**config.mk**
```make
export PLATFORM = sky130hd
export DESIGN_NAME = universal_shift_register
export DESIGN_NICKNAME = d
export VERILOG_FILES = /design/src/rtl/universal_shift_register.sv
export SDC_FILE = /design/constraint.sdc
export NUM_CORES = 1
export LEC_CHECK = 0
export BUFFER_PORTS_ARGS = -buffer_cell sky130_fd_sc_hd__buf_2
export CAP_MARGIN = 15
export CORE_MARGIN = 10
export CORE_UTILIZATION = 53
export CTS_BUF_LIST = sky130_fd_sc_hd__clkbuf_4 sky130_fd_sc_hd__clkbuf_8 sky130_fd_sc_hd__clkbuf_16
export DETAILED_ROUTE_END_ITERATION = 6
export GPL_ROUTABILITY_DRIVEN = 0
export MAX_ROUTING_LAYER = met4
export PLACE_DENSITY = 0.75
export SLEW_MARGIN = 20
export SYNTH_ARGS = -nofsm -noshare
export SYNTH_HDL_FRONTEND = slang
export SYNTH_SLANG_ARGS = --single-unit
```
**constraint.sdc**
```tcl
create_clock -name CP -period 2.3 [get_ports CP]
set_input_delay 0.115 -clock CP [delete_from_list [all_inputs] [get_ports CP]]
set_output_delay 0.115 -clock CP [all_outputs]
set_load 0.02 [all_outputs]
```
**src/rtl/universal_shift_register.sv**
```systemverilog
// -----------------------------------------------------------------------------
// universal_shift_register
//
// Purpose:
//   WIDTH-bit universal shift register with hold, shift left/right, parallel
//   load, arithmetic shift right and optional rotate modes.
//   A burst engine applies one shift/rotate mode a programmed number of times
//   with a single START request.
//
// Configuration:
//   USR_ROTATE_EN - when defined, codes 100/101 rotate toward MSB/LSB.
//                   When undefined, these codes hold Q, and a burst started
//                   with them completes at once as a zero-length burst.
//
// Ports:
//   CP     in   1      rising-edge clock
//   CR     in   1      asynchronous active-low reset
//   EN     in   1      clock enable, 0 freezes all state
//   S      in   3      mode select
//   D      in   WIDTH  parallel load data
//   DSR    in   1      serial-in at bit 0 (shift toward MSB)
//   DSL    in   1      serial-in at bit WIDTH-1 (shift toward LSB)
//   START  in   1      burst request
//   N      in   CNT_W  burst shift count
//   Q      out  WIDTH  register contents
//   SOR    out  1      Q[WIDTH-1]
//   SOL    out  1      Q[0]
//   BUSY   out  1      burst in progress
//   DONE   out  1      one-cycle burst-complete pulse
// -----------------------------------------------------------------------------
module universal_shift_register #(
    parameter  int WIDTH = 8,
    localparam int CNT_W = $clog2(WIDTH) + 1
) (
    input  logic             CP,
    input  logic             CR,
    input  logic             EN,
    input  logic [2:0]       S,
    input  logic [WIDTH-1:0] D,
    input  logic             DSR,
    input  logic             DSL,
    input  logic             START,
    input  logic [CNT_W-1:0] N,
    output logic [WIDTH-1:0] Q,
    output logic             SOR,
    output logic             SOL,
    output logic             BUSY,
    output logic             DONE
);

    typedef enum logic [0:0] {StIdle, StBurst} state_e;

    state_e           r_state;
    logic [WIDTH-1:0] r_q;
    logic [2:0]       r_mode;
    logic [CNT_W-1:0] r_cnt;
    logic             r_busy;
    logic             r_done;

    logic [WIDTH-1:0] w_q_live;
    logic [WIDTH-1:0] w_q_burst;
    logic             w_burst_ok;

    // Next Q value for a given mode; unsupported codes hold.
    function automatic logic [WIDTH-1:0] f_next_q(
        input logic [2:0]       mode,
        input logic [WIDTH-1:0] q,
        input logic [WIDTH-1:0] d,
        input logic             dsr,
        input logic             dsl
    );
        logic [WIDTH-1:0] res;
        res = q;
        case (mode)
            3'b001:  res = {q[WIDTH-2:0], dsr};
            3'b010:  res = {dsl, q[WIDTH-1:1]};
            3'b011:  res = d;
`ifdef USR_ROTATE_EN
            3'b100:  res = {q[WIDTH-2:0], q[WIDTH-1]};
            3'b101:  res = {q[0], q[WIDTH-1:1]};
`endif
            3'b110:  res = {q[WIDTH-1], q[WIDTH-1:1]};
            default: res = q;
        endcase
        return res;
    endfunction

    // Codes that make a real burst; anything else completes immediately.
    function automatic logic f_is_burst_mode(input logic [2:0] mode);
        logic ok;
        case (mode)
            3'b001, 3'b010, 3'b110: ok = 1'b1;
`ifdef USR_ROTATE_EN
            3'b100, 3'b101:         ok = 1'b1;
`endif
            default:                ok = 1'b0;
        endcase
        return ok;
    endfunction

    assign w_q_live   = f_next_q(S, r_q, D, DSR, DSL);
    assign w_q_burst  = f_next_q(r_mode, r_q, D, DSR, DSL);
    assign w_burst_ok = f_is_burst_mode(S) && (N != '0);

    always_ff @(posedge CP or negedge CR) begin
        if (!CR) begin
            r_state <= StIdle;
            r_q     <= '0;
            r_mode  <= 3'b000;
            r_cnt   <= '0;
            r_busy  <= 1'b0;
            r_done  <= 1'b0;
        end else if (EN) begin
            r_done <= 1'b0;
            case (r_state)
                StIdle: begin
                    if (START) begin
                        // Capture edge: Q untouched, mode/count latched.
                        r_mode <= S;
                        r_cnt  <= N;
                        if (w_burst_ok) begin
                            r_state <= StBurst;
                            r_busy  <= 1'b1;
                        end else begin
                            r_done  <= 1'b1;
                        end
                    end else begin
                        r_q <= w_q_live;
                    end
                end
                StBurst: begin
                    r_q   <= w_q_burst;
                    r_cnt <= r_cnt - CNT_W'(1);
                    if (r_cnt == CNT_W'(1)) begin
                        r_state <= StIdle;
                        r_busy  <= 1'b0;
                        r_done  <= 1'b1;
                    end
                end
                default: begin
                    r_state <= StIdle;
                    r_busy  <= 1'b0;
                end
            endcase
        end
    end

    assign Q    = r_q;
    assign SOR  = r_q[WIDTH-1];
    assign SOL  = r_q[0];
    assign BUSY = r_busy;
    assign DONE = r_done;

endmodule

```
# Word level (Yosys, flattened, before mapping)
# Cells that the tools add are included.
[word_totals]
register_bits = 18
input_bits = 21
output_inout_bits = 12
wordCells = 55
[op_classes]
addsub = 1
n_eq_ne = 19
muxes = 19
n_bitwise = 1
reduce_logical = 8
[ops]
columns = ["operator", "count"]
rows = [
  ["case mux 8 bit (4 select lines)", 2],
  ["case mux 8 bit (2 select lines)", 1],
  ["equality test 3 x 2 -> 1 bit, second input constant", 4],
  ["2-to-1 mux 1 bit", 10],
  ["!= test 2 bit, second input constant", 5],
  ["!= test 5 x 1 -> 1 bit, second input constant", 2],
  ["2-to-1 mux 8 bit", 1],
  ["!= test 4 x 1 -> 1 bit, second input constant", 2],
  ["case mux 4 bit (2 select lines)", 1],
  ["AND reduction 4 bit", 2],
  ["equality test 3 x 1 -> 1 bit, second input constant", 2],
  ["equality test 3 bit, second input constant", 2],
  ["case mux 1 bit (2 select lines)", 3],
  ["AND reduction 6 bit", 1],
  ["equality test 4 x 1 -> 1 bit, second input constant", 1],
  ["2-to-1 mux 4 bit", 1],
  ["nonzero test 4 bit", 1],
  ["subtractor 4 x 1 -> 4 bit, second input constant", 1],
  ["AND reduction 3 bit", 1],
  ["OR reduction 3 bit", 1],
  ["!= test 2 x 1 -> 1 bit, second input constant", 1],
  ["AND reduction 2 bit", 1],
  ["logical AND 1 bit", 1],
  ["inverter 1 bit", 1],
]

# Depth between registers and ports, before layout
[depth]
depth_word = 7
depth_mapped = 6
ltp_nobuf = 6

# Worst setup path after synthesis
# OpenSTA, ideal clock, no wires.
[synth_timing]
path_kind = "reg2reg"
startpoint = "register r_mode[0]"
endpoint = "register r_q[0] (netlist: Q[0])"
setup_ps = 125
arrival_time_ps = 1453
required_time_ps = 2175
path_slack_ps = 722
stages_incl_launch_ff = 7
n_path_buf = 2
synth_period_minus_slack_ps = 1578
cell_sequence = "dfrtp_1 clkbuf_1 o21ai_0 a21oi_1 o221a_1 buf_6 mux2_4"
[synth_between]
elab_chain_len = 3
elab_cells_between_ends = 8
classes_between = "eq/ne (5); mux (2); reduce/logical (1)"
[synth_rtl]
columns = ["item", "line_no", "text"]
rows = [
  ["from (decl)", "55", "logic [2:0] r_mode;"],
  ["from (signal assigned)", "109", "r_mode <= 3'b000;"],
  ["from (signal assigned)", "119", "r_mode <= S;"],
  ["equality test 3 bit (tied with other cells)", "74", "case (mode)"],
  ["case mux 8 bit (4 select lines) / != test 5 x 1 -> 1 bit (equally long branches)", "-", ""],
  ["case mux 8 bit (2 select lines) / AND reduction 4 bit (equally long branches)", "-", ""],
  ["to (signal assigned)", "128", "r_q <= w_q_live;"],
  ["to (signal assigned)", "132", "r_q <= w_q_burst;"],
  ["to (decl)", "54", "logic [WIDTH-1:0] r_q;"],
]
# Parallel ways exist; a longest one is shown, timed or not.
# A chain may end at the register's enable or synchronous reset.

# Worst setup path after layout
[layout_timing]
startpoint = "register r_mode[1]"
endpoint = "register r_q[0] (netlist: Q[0])"
# Same word-level chain as after synthesis.

==> metrics.yaml <==
clock_skew_ns: 0.01356
whs_path_depth: 3
worstSkewPairLatency_ns: 0.30
path_buf_inv: 0
hold_end: "r_cnt[1]$_DFFE_PN0P_"
seq_area_frac_synth_pct: 32.58
io_pins: 33
p_leak_nw: 0.7244
cts_buffers: 3
drc: 0
seq_area_um2: 450.4
rsz0062_at_grt: "false"
layout.nets: 208
drive_gt1_share_pct: 28.26
syn_area_per_cell_um2: 8.695
start_util_pct: 55.81
ys_types: 40
row_count: 18
synth-edff-count: 0
setup_tns_ns: 0
crit_type: "flop to flop"
ir_drop_mv: 1.096
powerDensity_mw_per_mm2: 1327
diodes: 0
synthTopCellsByArea: "dfrtp_1 (33%), nand2_1 (4.9%), o21ai_0 (4.7%), a221oi_1 (4.4%), mux2_4 (4.3%)"
cts_htree_levels: 1
cts_setup_buffers: 0
routed_wl_um: 3503
ys_warn_count: 0
synth_top_area_share_pct: 32.58
maxCapViolCount: 0
overflow: 0
grt_max_degree: 19
rr_worst_depth: 4
cts_sinks: 18
async_flop_share_pct: 100.0
p_total_mw: 2.082
portBuffers: 32
critPathLaunchType: "flop"
r2r_start: "r_mode[1]$_DFFE_PN0P_"
worst_path_largest_cell_delay_ns: 0.57
postRouteAntennaNets: 0
core_area_mm2: 0.002477
netlist_instances: 159
synth-seq-cells: 18
root_buffer: "clkbuf_4"
grt_util_met1_pct: 20.35
end_kind: "flop"
wl_per_cell_um: 16.37
arrival_ns: 2.04
area_growth_pct: 13.48
reg2reg_to: "Q[0]$_DFFE_PN0P_"
cts_tree: "built"
avgViaCountPerCell: 6.051
hold_path_class: "input pin to flop"
slew_violations: 0
synth_area_mm2: 0.001383
crit_fanout: 13
max_freq_mhz: 537.5
synth_ff_type: "dfrtp_1"
grt_pass1_wl_um: 5968
grt_use_met2_pct: 19.29
layout_min_cycle_time_ns: 1.860
outcome: "finished, final reports clean"
dpl.hpwl_um: 2620
r2r_slack_ns: 0.44
slew_headroom_pct: 66.69
post-route-util_pct: 63.33
synth_nets: 182
die_h_um: 71.08
grt_antenna_before_repair: 0
dpl.cell_count: 209
drtIter0Drc: 130
crit_path_top_delay_cell: "dfrtp_1"
crit_start: "r_mode[1]$_DFFE_PN0P_"
min_from: "N[1]"
grt.met3_usage_pct: 3.347
yosysTopAreaCell: "dfrtp_1"
dieArea_mm2: 0.005052
num-fill-cells: 228
cp_top_family: "compound AO/OA/AOI/OAI gates"
required_ns: 2.48
grt_usage_pct: 14.03
finalHoldViolCount: 0
period_share_pct: 80.89
tightest_slew_ns: 0.4997
grt_busiest_layer: "met1"
worst_setup_hold_path_clk_slew_ns: 0.10
path_cells: "o21ai_0 > a21oi_1 > o221a_1 > mux2_4"
first_pass_iters: 4
cts.path.max_buffers: 2
grt_pass1_vias: 1227
die_w_um: 71.08
num_vias: 1295
multi_input_area_um2: 818.3
final_cell_count_no_fill: 214
finalSetupViolations: 0
[layer usage]
| metal | vias to the layer above | share of wire, % |
|---|---|---|
| met4 | 0 | 0.74 |
| met5 | - | 0 |
| met3 | 4 | 5.3 |
| li1 | 637 | - |
| met1 | 617 | 49 |
| met2 | 37 | 45 |
[per-stage QoR]
step,hold slack [ns],worst slack [ns],instance area [um^2]
after floorplan,-0.1806,0.7221,1383
after global placement,0.07571,0.5439,1523
after detailed placement,0.07696,0.4880,1523
after CTS,0.1267,0.4667,1569
after global routing,0.1310,0.2200,1569
final,0.1405,0.4395,1569
[cell families (layout without fill, tap and decap cells)]
group,after synthesis,after routing,share of synthesized area (%)
AOI/OAI and AO/OA,54,54,27.78
and+or+nand+nor,49,49,19.00
buffers and inverters,24,49,8.235
DFF,18,18,32.58
muxes,12,12,10.59
adders and majority gates,2,2,1.810
[power breakdown]
group / leakage (nW) / total [mW] / internal (mW) / switching, mW
sequential: 0.208 / 0.721 / 0.469 / 0.252
clock: 0.0210 / 0.201 / 0.0963 / 0.105
combinational: 0.496 / 1.16 / 0.556 / 0.604
[cells in the final DEF (no fill, tap or decap), types with 2 or more instances in the layout]
cell type	count
nor2b_1	6
a21bo_2	2
o21ai_0	13
buf_4	3
nor2_1	7
mux2i_1	3
clkbuf_4	3
mux2_4	4
a32oi_1	5
a21oi_1	7
mux2_2	5
a221oi_1	7
nor3b_1	2
ha_1	2
o22ai_1	4
a31oi_1	2
and3b_1	6
dfrtp_1	18
nand2_1	18
a22o_1	2
o221ai_1	2
nand3_1	5
o2bb2ai_1	2
inv_1	9
buf_2	32
[synthesized netlist by cell type, types with 5 or more instances]
| cell | instances |
|---|---|
| a21oi_1 | 7 |
| and3b_1 | 6 |
| inv_1 | 9 |
| dfrtp_1 | 18 |
| clkbuf_1 | 8 |
| nor2b_1 | 6 |
| nor2_1 | 7 |
| mux2_2 | 5 |
| o21ai_0 | 13 |
| nand2_1 | 18 |
| a32oi_1 | 5 |
| a221oi_1 | 7 |
| nand3_1 | 5 |
[cell type report]
cell class,count,area share [%]
Sequential cell,18,28.71
Multi-Input combinational cell,117,52.15
Clock buffer,4,2.313
Tap cell,30,2.392
Inverter,9,2.153
Timing Repair Buffer,36,12.28
[how the worst max path moves through the flow]
stage / depth (start not counted) / end
global route: 4 / Q[4]$_DFFE_PN0P_
detailed placement: 4 / Q[0]$_DFFE_PN0P_
floorplan: 6 / Q[0]$_DFFE_PN0P_
finish: 4 / Q[0]$_DFFE_PN0P_
global placement: 4 / Q[0]$_DFFE_PN0P_
CTS: 4 / Q[0]$_DFFE_PN0P_
[flip-flops by register name, indices dropped and copies added (netlist names)]
signal and count:
r_cnt 4, BUSY 1, r_state 1, Q 8, DONE 1, r_mode 3
[timing repair]
item	in CTS	in global routing
resized for setup	0	0
hold buffers	1	0
endpoints found under the hold margin	18	0
[worst min-delay path, delay by kind of cell]
| family | cells | cell delay (ns) |
|---|---|---|
| compound gates | 2 | 0.17 |
| buf+inv | 1 | 0.10 |
No activity file was read; power rests on OpenSTA's default activity.
